$ cat config.mk
export PLATFORM = sky130hd
export DESIGN_NAME = ram_arbiter
export DESIGN_NICKNAME = d
export VERILOG_FILES = /design/src/rtl/ram_arb_pkg.sv /design/src/rtl/ram_arb_starve_ctr.sv /design/src/rtl/ram_arbiter.sv
export SDC_FILE = /design/constraint.sdc
export NUM_CORES = 1
export LEC_CHECK = 0
export CELL_PAD_IN_SITES_DETAIL_PLACEMENT = 1
export CELL_PAD_IN_SITES_GLOBAL_PLACEMENT = 1
export CORE_MARGIN = 10
export CORE_UTILIZATION = 30
export CTS_CLUSTER_SIZE = 24
export DETAILED_ROUTE_END_ITERATION = 12
export PLACE_DENSITY_LB_ADDON = 0.1
export SLEW_MARGIN = 25
export SYNTH_ARGS = -nofsm -noshare
export SYNTH_HDL_FRONTEND = slang
export SYNTH_SLANG_ARGS = --single-unit
$ cat constraint.sdc
create_clock -name clk -period 3.22 [get_ports clk]
set_input_delay 0.322 -clock clk [delete_from_list [all_inputs] [get_ports clk]]
set_output_delay 0.322 -clock clk [all_outputs]
set_load 0.01 [all_outputs]
$ cat src/rtl/ram_arb_pkg.sv
// Shared types for the fetch/data RAM arbiter.
// Latency: n/a (types and constants only).
// Backpressure: n/a.
package ram_arb_pkg;

    typedef enum logic [1:0] {
        IDLE   = 2'd0,
        ACCESS = 2'd1,
        DONE   = 2'd2
    } arb_state_t;

    typedef enum logic {
        OWN_I = 1'b0,
        OWN_D = 1'b1
    } arb_owner_t;

    // Width of the starvation counter; STARVE_LIMIT must fit (1..7).
    localparam int unsigned CNT_W = 3;

endpackage

$ cat src/rtl/ram_arb_starve_ctr.sv
// Saturating count of data grants made while fetch waits; raises force_fetch at the limit.
// Latency: force_fetch is combinational from the registered count and i_req.
// Backpressure: none; the count only moves on grants or on an idle cycle with no fetch.
// Ports: clk/nRst; in_idle (arbiter in IDLE), i_req, d_grant, i_grant; force_fetch out.
module ram_arb_starve_ctr
    import ram_arb_pkg::*;
#(
    parameter int unsigned STARVE_LIMIT = 4
) (
    input  logic clk,
    input  logic nRst,
    input  logic in_idle,
    input  logic i_req,
    input  logic d_grant,
    input  logic i_grant,
    output logic force_fetch
);

    localparam logic [CNT_W-1:0] LIMIT = CNT_W'(STARVE_LIMIT);

    logic [CNT_W-1:0] starve_cnt;

    always_ff @(posedge clk or negedge nRst) begin
        if (!nRst) begin
            starve_cnt <= '0;
        end else if (i_grant || (in_idle && !i_req)) begin
            starve_cnt <= '0;
        end else if (d_grant && i_req && (starve_cnt < LIMIT)) begin
            starve_cnt <= starve_cnt + 1'b1;
        end
    end

    // Once the limit is reached, a waiting fetch wins the next idle slot.
    assign force_fetch = i_req && (starve_cnt == LIMIT);

endmodule

$ cat src/rtl/ram_arbiter.sv
// Shares one single-port word RAM between fetch (read-only) and load/store; data wins unless fetch is starved.
// Latency: request seen in IDLE at N, RAM access at N+1, ack + rdata at N+2; one access per 3 cycles peak.
// Backpressure: ram_busy stalls in ACCESS (one cycle per busy cycle); requesters hold req until their ack.
// Ports: i_req/i_addr -> i_rdata/i_ack; d_ren/d_wen/d_addr/d_wdata -> d_rdata/d_ack;
//        ram_wen/ram_addr/ram_wdata out, ram_rdata/ram_busy in.
module ram_arbiter
    import ram_arb_pkg::*;
#(
    parameter int unsigned STARVE_LIMIT = 4
) (
    input  logic        clk,
    input  logic        nRst,
    input  logic        i_req,
    input  logic [31:0] i_addr,
    output logic [31:0] i_rdata,
    output logic        i_ack,
    input  logic        d_ren,
    input  logic        d_wen,
    input  logic [31:0] d_addr,
    input  logic [31:0] d_wdata,
    output logic [31:0] d_rdata,
    output logic        d_ack,
    output logic        ram_wen,
    output logic [31:0] ram_addr,
    output logic [31:0] ram_wdata,
    input  logic [31:0] ram_rdata,
    input  logic        ram_busy
);

    arb_state_t  state, next_state;
    arb_owner_t  own_q;
    logic [31:0] addr_q;
    logic [31:0] wdata_q;
    logic        wr_q;
    logic [31:0] i_rdata_q;
    logic [31:0] d_rdata_q;

    logic in_idle;
    logic force_fetch;
    logic d_grant;
    logic i_grant;
    logic access_go;

    assign in_idle   = (state == IDLE);
    assign d_grant   = in_idle && (d_ren || d_wen) && !force_fetch;
    assign i_grant   = in_idle && i_req && !d_grant;
    assign access_go = (state == ACCESS) && !ram_busy;

    ram_arb_starve_ctr #(
        .STARVE_LIMIT (STARVE_LIMIT)
    ) u_starve (
        .clk         (clk),
        .nRst        (nRst),
        .in_idle     (in_idle),
        .i_req       (i_req),
        .d_grant     (d_grant),
        .i_grant     (i_grant),
        .force_fetch (force_fetch)
    );

    // State register.
    always_ff @(posedge clk or negedge nRst) begin
        if (!nRst) begin
            state <= IDLE;
        end else begin
            state <= next_state;
        end
    end

    // Next-state logic.
    always_comb begin
        next_state = state;
        case (state)
            IDLE:    if (d_grant || i_grant) next_state = ACCESS;
            ACCESS:  if (!ram_busy)          next_state = DONE;
            DONE:                            next_state = IDLE;
            default:                         next_state = IDLE;
        endcase
    end

    // Outputs decoded from state; wen only on the single non-busy ACCESS cycle of a write.
    always_comb begin
        ram_wen = 1'b0;
        i_ack   = 1'b0;
        d_ack   = 1'b0;
        if (access_go && wr_q) begin
            ram_wen = 1'b1;
        end
        if (state == DONE) begin
            i_ack = (own_q == OWN_I);
            d_ack = (own_q == OWN_D);
        end
    end

    // Request latch and read-data capture. The latch only moves on a grant, so
    // ram_addr/ram_wdata hold their last values outside ACCESS.
    always_ff @(posedge clk or negedge nRst) begin
        if (!nRst) begin
            own_q     <= OWN_I;
            addr_q    <= '0;
            wdata_q   <= '0;
            wr_q      <= 1'b0;
            i_rdata_q <= '0;
            d_rdata_q <= '0;
        end else begin
            if (d_grant) begin
                own_q   <= OWN_D;
                addr_q  <= d_addr;
                wdata_q <= d_wdata;
                wr_q    <= d_wen;          // ren+wen together is a write
            end else if (i_grant) begin
                own_q   <= OWN_I;
                addr_q  <= i_addr;
                wr_q    <= 1'b0;
            end
            if (access_go) begin
                if (wr_q) begin
                    d_rdata_q <= '0;       // writes return zero read data
                end else if (own_q == OWN_I) begin
                    i_rdata_q <= ram_rdata;
                end else begin
                    d_rdata_q <= ram_rdata;
                end
            end
        end
    end

    assign ram_addr  = addr_q;
    assign ram_wdata = wdata_q;
    assign i_rdata   = i_rdata_q;
    assign d_rdata   = d_rdata_q;

endmodule

==> impl_metrics.tcl, run 1 <==
set metrics [dict create \
    synth_cell_types 30 \
    synthTopCellsByArea "dfrtp_1 (57%), mux2_2 (17%), o31ai_1 (4.2%)" \
    wl_per_cell_microns 21.5 \
    critPathArrivalTime_ns 2.67 \
    totalPowerFinal_mw 9.30 \
    hold_start "i_addr[30]" \
    postCtsSetupRepairBufs 0 \
    die_w_microns 161 \
    worstHoldPathCells 3 \
    synthesis.area_sq_um 5940 \
    cap_viol_max_count 0 \
    grt_pass1_vias 5481 \
    slowest_stage "nand3_2" \
    row_count 51 \
    start_util 0.305 \
    worstPathCellList "nor2_4 > nand3_2 > mux2_2" \
    yosysTopAreaCell "dfrtp_1" \
    crit_buf_inv 0 \
    route.detailed.drc 0 \
    synth-warning-count 0 \
    peakVddDrop_v 0.000587 \
    max_freq_ghz 0.420 \
    synth-main-ff-cell "dfrtp_1" \
    numCtsBuffers 17 \
    die_area_sq_um 25800 \
    ff2ff_setup_slack_ns 0.84 \
    grt_max_degree 71 \
    internal_power_mw 6.22 \
    coreArea_sq_um 19500 \
    skew_ns 0.0134 \
    p_sw_frac 0.331 \
    synth_edf_count 0 \
    grtUsageTotal 0.166 \
    drv_slew 0 \
    syn_nets 607 \
    clk_latency_ns 0.42 \
    setup_viol 0 \
    layout-drive-gt1-share 0.190 \
    rr_endpoint "ram_wdata[31]" \
    place.gp.congestion 0.747 \
    leakagePower_nw 3.81 \
    fin_crit_sh 0.739 \
    cp_top_family "simple AND/OR/NAND/NOR gates" \
    slew_headroom 0.404 \
    synth_commonest_cells "dfrtp_1 (135), mux2_2 (88), nor2b_1 (33), o31ai_1 (33)" \
    holdPathEnd "ram_addr[30]" \
    drtAntennaViolNets 0 \
    max_stage_delay_ns 0.78 \
    outcome "complete, no violations" \
    startpoint_type "register" \
    clk_pin_slew_ns 0.07 \
    clockPowerShare 0.222 \
    num_vias 4881 \
    hold_path.class "in2reg" \
    p_sw_mw 3.08 \
    stdcell_count 1000 \
    cts_max_level 4 \
    synth_top_area_share 0.568 \
    syn_area_per_cell_sq_um 12.6 \
    reg2reg_depth 3 \
    antenna_found_initial 2 \
    power_density_nw_per_um2 987 \
    worst_slew_pin_slew_ns 0.893 \
    seqPwrFrac 0.320 \
    period_minus_slack_ns 2.38 \
    setup_tns_ns 0 \
    crit_fanout 33 \
    wl_microns 21500 \
    drt_iter0_drc 187 \
    cts_buffer_depth 2 \
    post_cts_resized 0 \
    p_comb_frac 0.458 \
    hpwl_microns 15700 \
    grt_setup_unrepaired "no" \
    placed_area_sq_um 8770 \
    ys_ff_latch 135 \
    tritoncts "done" \
    routed_via_density 4.88 \
    final_area_sq_um 9420 \
    yosysSeqAreaShare 0.568 \
    area_delta_synth_final_pct 58.5 \
    yosysMostFrequentCell "dfrtp_1" \
    ioPinCount 265 \
    finalHoldViolations 0 \
    grt_pass1_wl_microns 33500 \
    reg2reg_from "state[0]" \
    io_buffers 264 \
    async_flop_share 1.00 \
    overflow 0 \
    nFillCells 2029 \
    dp_cells 965 \
    fin_nets 856 \
    crit_type "reg2reg" \
    root_buffer "clkbuf_16" \
    crit_path_end_kind "register" \
    numClockSinks 135 \
    synth_cells 471 \
    chipHeight_microns 161 \
    dr.pass1.iters 4 \
    crit_required_ns 3.51 \
]
routing by layer:
layer / track usage / up-vias / share of wire / routed length, microns
met4: 0.0538 / 0 / 0.016 / 349
met2: 0.284 / 172 / 0.51 / 11000
met1: 0.187 / 2438 / 0.40 / 8650
met3: 0.0608 / 29 / 0.068 / 1460
li1: - / 2242 / - / -
met5: 0 / - / 0 / 0
layout by cell type, fill, tap and decap left out, types with 4 or more instances in the layout:
master	count
clkbuf_8	5
o31ai_1	33
nor2b_1	32
clkdlybuf4s50_1	263
dfrtp_1	135
a31oi_1	32
nand4_1	32
mux2_1	9
mux2_2	88
buf_4	10
inv_1	4
a21oi_1	32
clkbuf_16	17
layout make-up:
class,count,area [sq um],area share
clock buffer,22,494,0.0524
timing repair buffer,276,2750,0.292
inverter,4,15.0,0.00159
multi-input combinational,286,2310,0.245
sequential,135,3380,0.359
antenna,2,5.00,0.000531
tap,265,332,0.0352
clock inverter,10,141,0.0150
tightest hold or removal path, delay by kind of cell:
family / cells / cell delay [ns]
AOI/OAI and AO/OA: 2 / 0.14
buffers and inverters: 1 / 0.40
worst max path at each step:
stage	slack, ns	start	endpoint	depth (start not counted)
5_1_grt	0.64	state[0]	ram_wdata[22]	3
6_report	0.84	state[0]	ram_wdata[31]	3
3_3_place_gp	0.84	d_wen	ram_wdata[10]	4
4_1_cts	0.80	state[0]	ram_wdata[23]	3
2_1_floorplan	1.62	u_starve.starve_cnt[0]	ram_wdata[10]	6
3_5_place_dp	0.76	d_wen	ram_wdata[23]	4
flip-flops by register name (all words and copies together), names as in the netlist:
signal	cells
ram_wdata	32
wr_q	1
i_rdata	32
own_q	1
d_rdata	32
ram_addr	32
u_starve.starve_cnt	3
state	2
power groups by stage:
stage	Clock, mW	Sequential, mW	Combinational, mW
floorplan	0	3.32	1.70
global placement	0	2.95	4.25
detailed placement	0	3.01	4.34
CTS	2.13	2.98	4.36
global route	2.23	3.09	4.61
finish	2.07	2.98	4.26
timing repair:
item / CTS / global route
setup endpoints to repair: 0 / 0
hold buffers: 1 / 0
hold endpoints to repair: 69 / 0
per-stage QoR:
stage	hold WS, ns	utilization	worst slack [ns]
final	0.476	0.484	0.842
after global routing	0.467	0.484	0.637
after CTS	0.459	0.484	0.804
after detailed placement	0.386	0.451	0.760
after global placement	0.381	0.451	0.838
after floorplan	0.0264	-	1.62
cell families (layout without fill, tap and decap cells):
group,after synthesis,after routing,share of synthesized area
fa+ha+maj,2,2,0.00421
simple gates,84,84,0.0893
mux,97,97,0.184
compound gates,103,103,0.109
buf+inv,50,312,0.0448
other cells,0,2,0
flops,135,135,0.568
Power figures use the tool's default switching activity.
==> run 2, diff against run 1 <==
- CORE_UTILIZATION: 30 -> 29
- clock period: 3.22 -> 1.9 ns (I/O delays scaled with it)
==> impl_metrics.tcl, run 2 (same netlist as run 1, synthesis figures left out) <==
set metrics [dict create \
    outcome "complete, no violations" \
    wl_microns 22000 \
    wl_per_cell_microns 21.7 \
    leakagePower_nw 3.87 \
    finalHoldViolations 0 \
    numClockSinks 135 \
    io_buffers 264 \
    grt_pass1_vias 5578 \
    cts_buffer_depth 2 \
    worst_slew_pin_slew_ns 0.492 \
    overflow 0 \
    root_buffer "clkbuf_16" \
    crit_path_end_kind "output pin" \
    grt_max_degree 49 \
    clk_pin_slew_ns 0.06 \
    fin_crit_sh 0.935 \
    place.gp.congestion 0.754 \
    num_vias 4951 \
    peakVddDrop_v 0.000620 \
    start_util 0.295 \
    skew_ns 0.0159 \
    routed_via_density 4.88 \
    dr.pass1.iters 5 \
    layout_commonest_cell "clkdlybuf4s50_1" \
    diodes 0 \
    startpoint_type "register" \
    antenna_found_initial 0 \
    slowest_stage "dfrtp_2" \
    max_freq_ghz 0.563 \
    period_minus_slack_ns 1.78 \
    cp_top_family "flip-flops" \
    drt_iter0_drc 191 \
    cts_max_level 4 \
    timing.hold.ws_ns 0.286 \
    ioPinCount 265 \
    tritoncts "done" \
    grt_pass1_wl_microns 33600 \
    critPathArrivalTime_ns 1.59 \
    die_w_microns 163 \
    worstPathCellList "nor3b_4 > and2_1 > dlygate4sd2_1" \
    chipHeight_microns 163 \
    crit_required_ns 1.71 \
    crit_type "reg2out" \
    slew_headroom 0.672 \
    crit_buf_inv 1 \
    hold_path.class "in2async" \
    hpwl_microns 16600 \
    drtAntennaViolNets 0 \
    drv_slew 0 \
    grtUsageTotal 0.162 \
    setup_viol 0 \
    clk_latency_ns 0.42 \
    row_count 52 \
    setup_tns_ns 0 \
    grt_setup_unrepaired "no" \
    numCtsBuffers 17 \
    max_stage_delay_ns 0.47 \
    crit_fanout 6 \
    layout_common_cells "clkdlybuf4s50_1 (260), dfrtp_1 (133), mux2_2 (88), o31ai_1 (33)" \
    fin_nets 867 \
    power_density_nw_per_um2 1660 \
    coreArea_sq_um 20200 \
    area_delta_synth_final_pct 60.0 \
    layout-drive-gt1-share 0.202 \
    cap_viol_max_count 0 \
    route.detailed.drc 0 \
    die_area_sq_um 26600 \
    totalPowerFinal_mw 15.8 \
]
-- run 2: layout make-up --
| class | count | area (sq um) |
|---|---|---|
| fill | 2140 | 10700 |
| timing repair buffer | 287 | 2890 |
| clock buffer | 19 | 433 |
| inverter | 4 | 15.0 |
| sequential | 135 | 3380 |
| tap | 270 | 338 |
| clock inverter | 13 | 146 |
| multi-input combinational | 286 | 2310 |
-- run 2: power by group --
| part | total, mW | internal [mW] | leakage, nW | switching, mW |
|---|---|---|---|---|
| logic | 7.46 | 4.18 | 1.98 | 3.27 |
| clock network | 3.28 | 1.95 | 0.278 | 1.33 |
| registers | 5.05 | 4.28 | 1.61 | 0.773 |
| total | 15.8 | 10.4 | 3.87 | 5.38 |
-- run 2: worst register-to-register path, cell delays in order (launching register included) --
cell and delay [ns]:
dfrtp_2 0.47, nor3b_4 0.26, nor2b_2 0.23, buf_12 0.22, mux2_2 0.38
-- run 2: timing repair --
action	4_1_cts	5_1_grt
endpoints found under the hold margin	45	0
endpoints found under the setup margin	3	0
gates resized for setup	5	0
hold buffers	1	0
buffers inserted	0	0
-- run 2: worst paths after layout --
kind,depth (start not counted),slack (ns),end,startpoint
setup / recovery,3,0.12,ram_wen,state[1]
hold / removal,2,0.29,i_rdata[9],nRst
setup reg to reg,4,0.23,d_rdata[20],state[1]
hold reg to reg,1,0.49,d_rdata[28],d_rdata[28]
max in group asynchronous,3,0.84,state[1],nRst
min in group clk,3,0.35,ram_addr[27],d_addr[27]
-- run 2: per-stage QoR --
step / worst slack [ns] / instance area (sq um) / utilization / std cells
floorplan: 0.303 / 5940 / - / 471
global placement: 0.0739 / 8920 / 0.442 / 981
detailed placement: 0.0260 / 8920 / 0.442 / 981
CTS: 0.103 / 9510 / 0.472 / 1014
global route: 0.0439 / 9510 / 0.472 / 1014
finish: 0.124 / 9510 / 0.472 / 1014
-- run 2: per-layer routing --
metal / track usage / vias up / part of all wire
met4: 0.0520 / 0 / 0.018
met2: 0.276 / 168 / 0.52
li1: - / 2264 / -
met1: 0.190 / 2498 / 0.41
met5: 0 / - / 0
met3: 0.0503 / 21 / 0.057
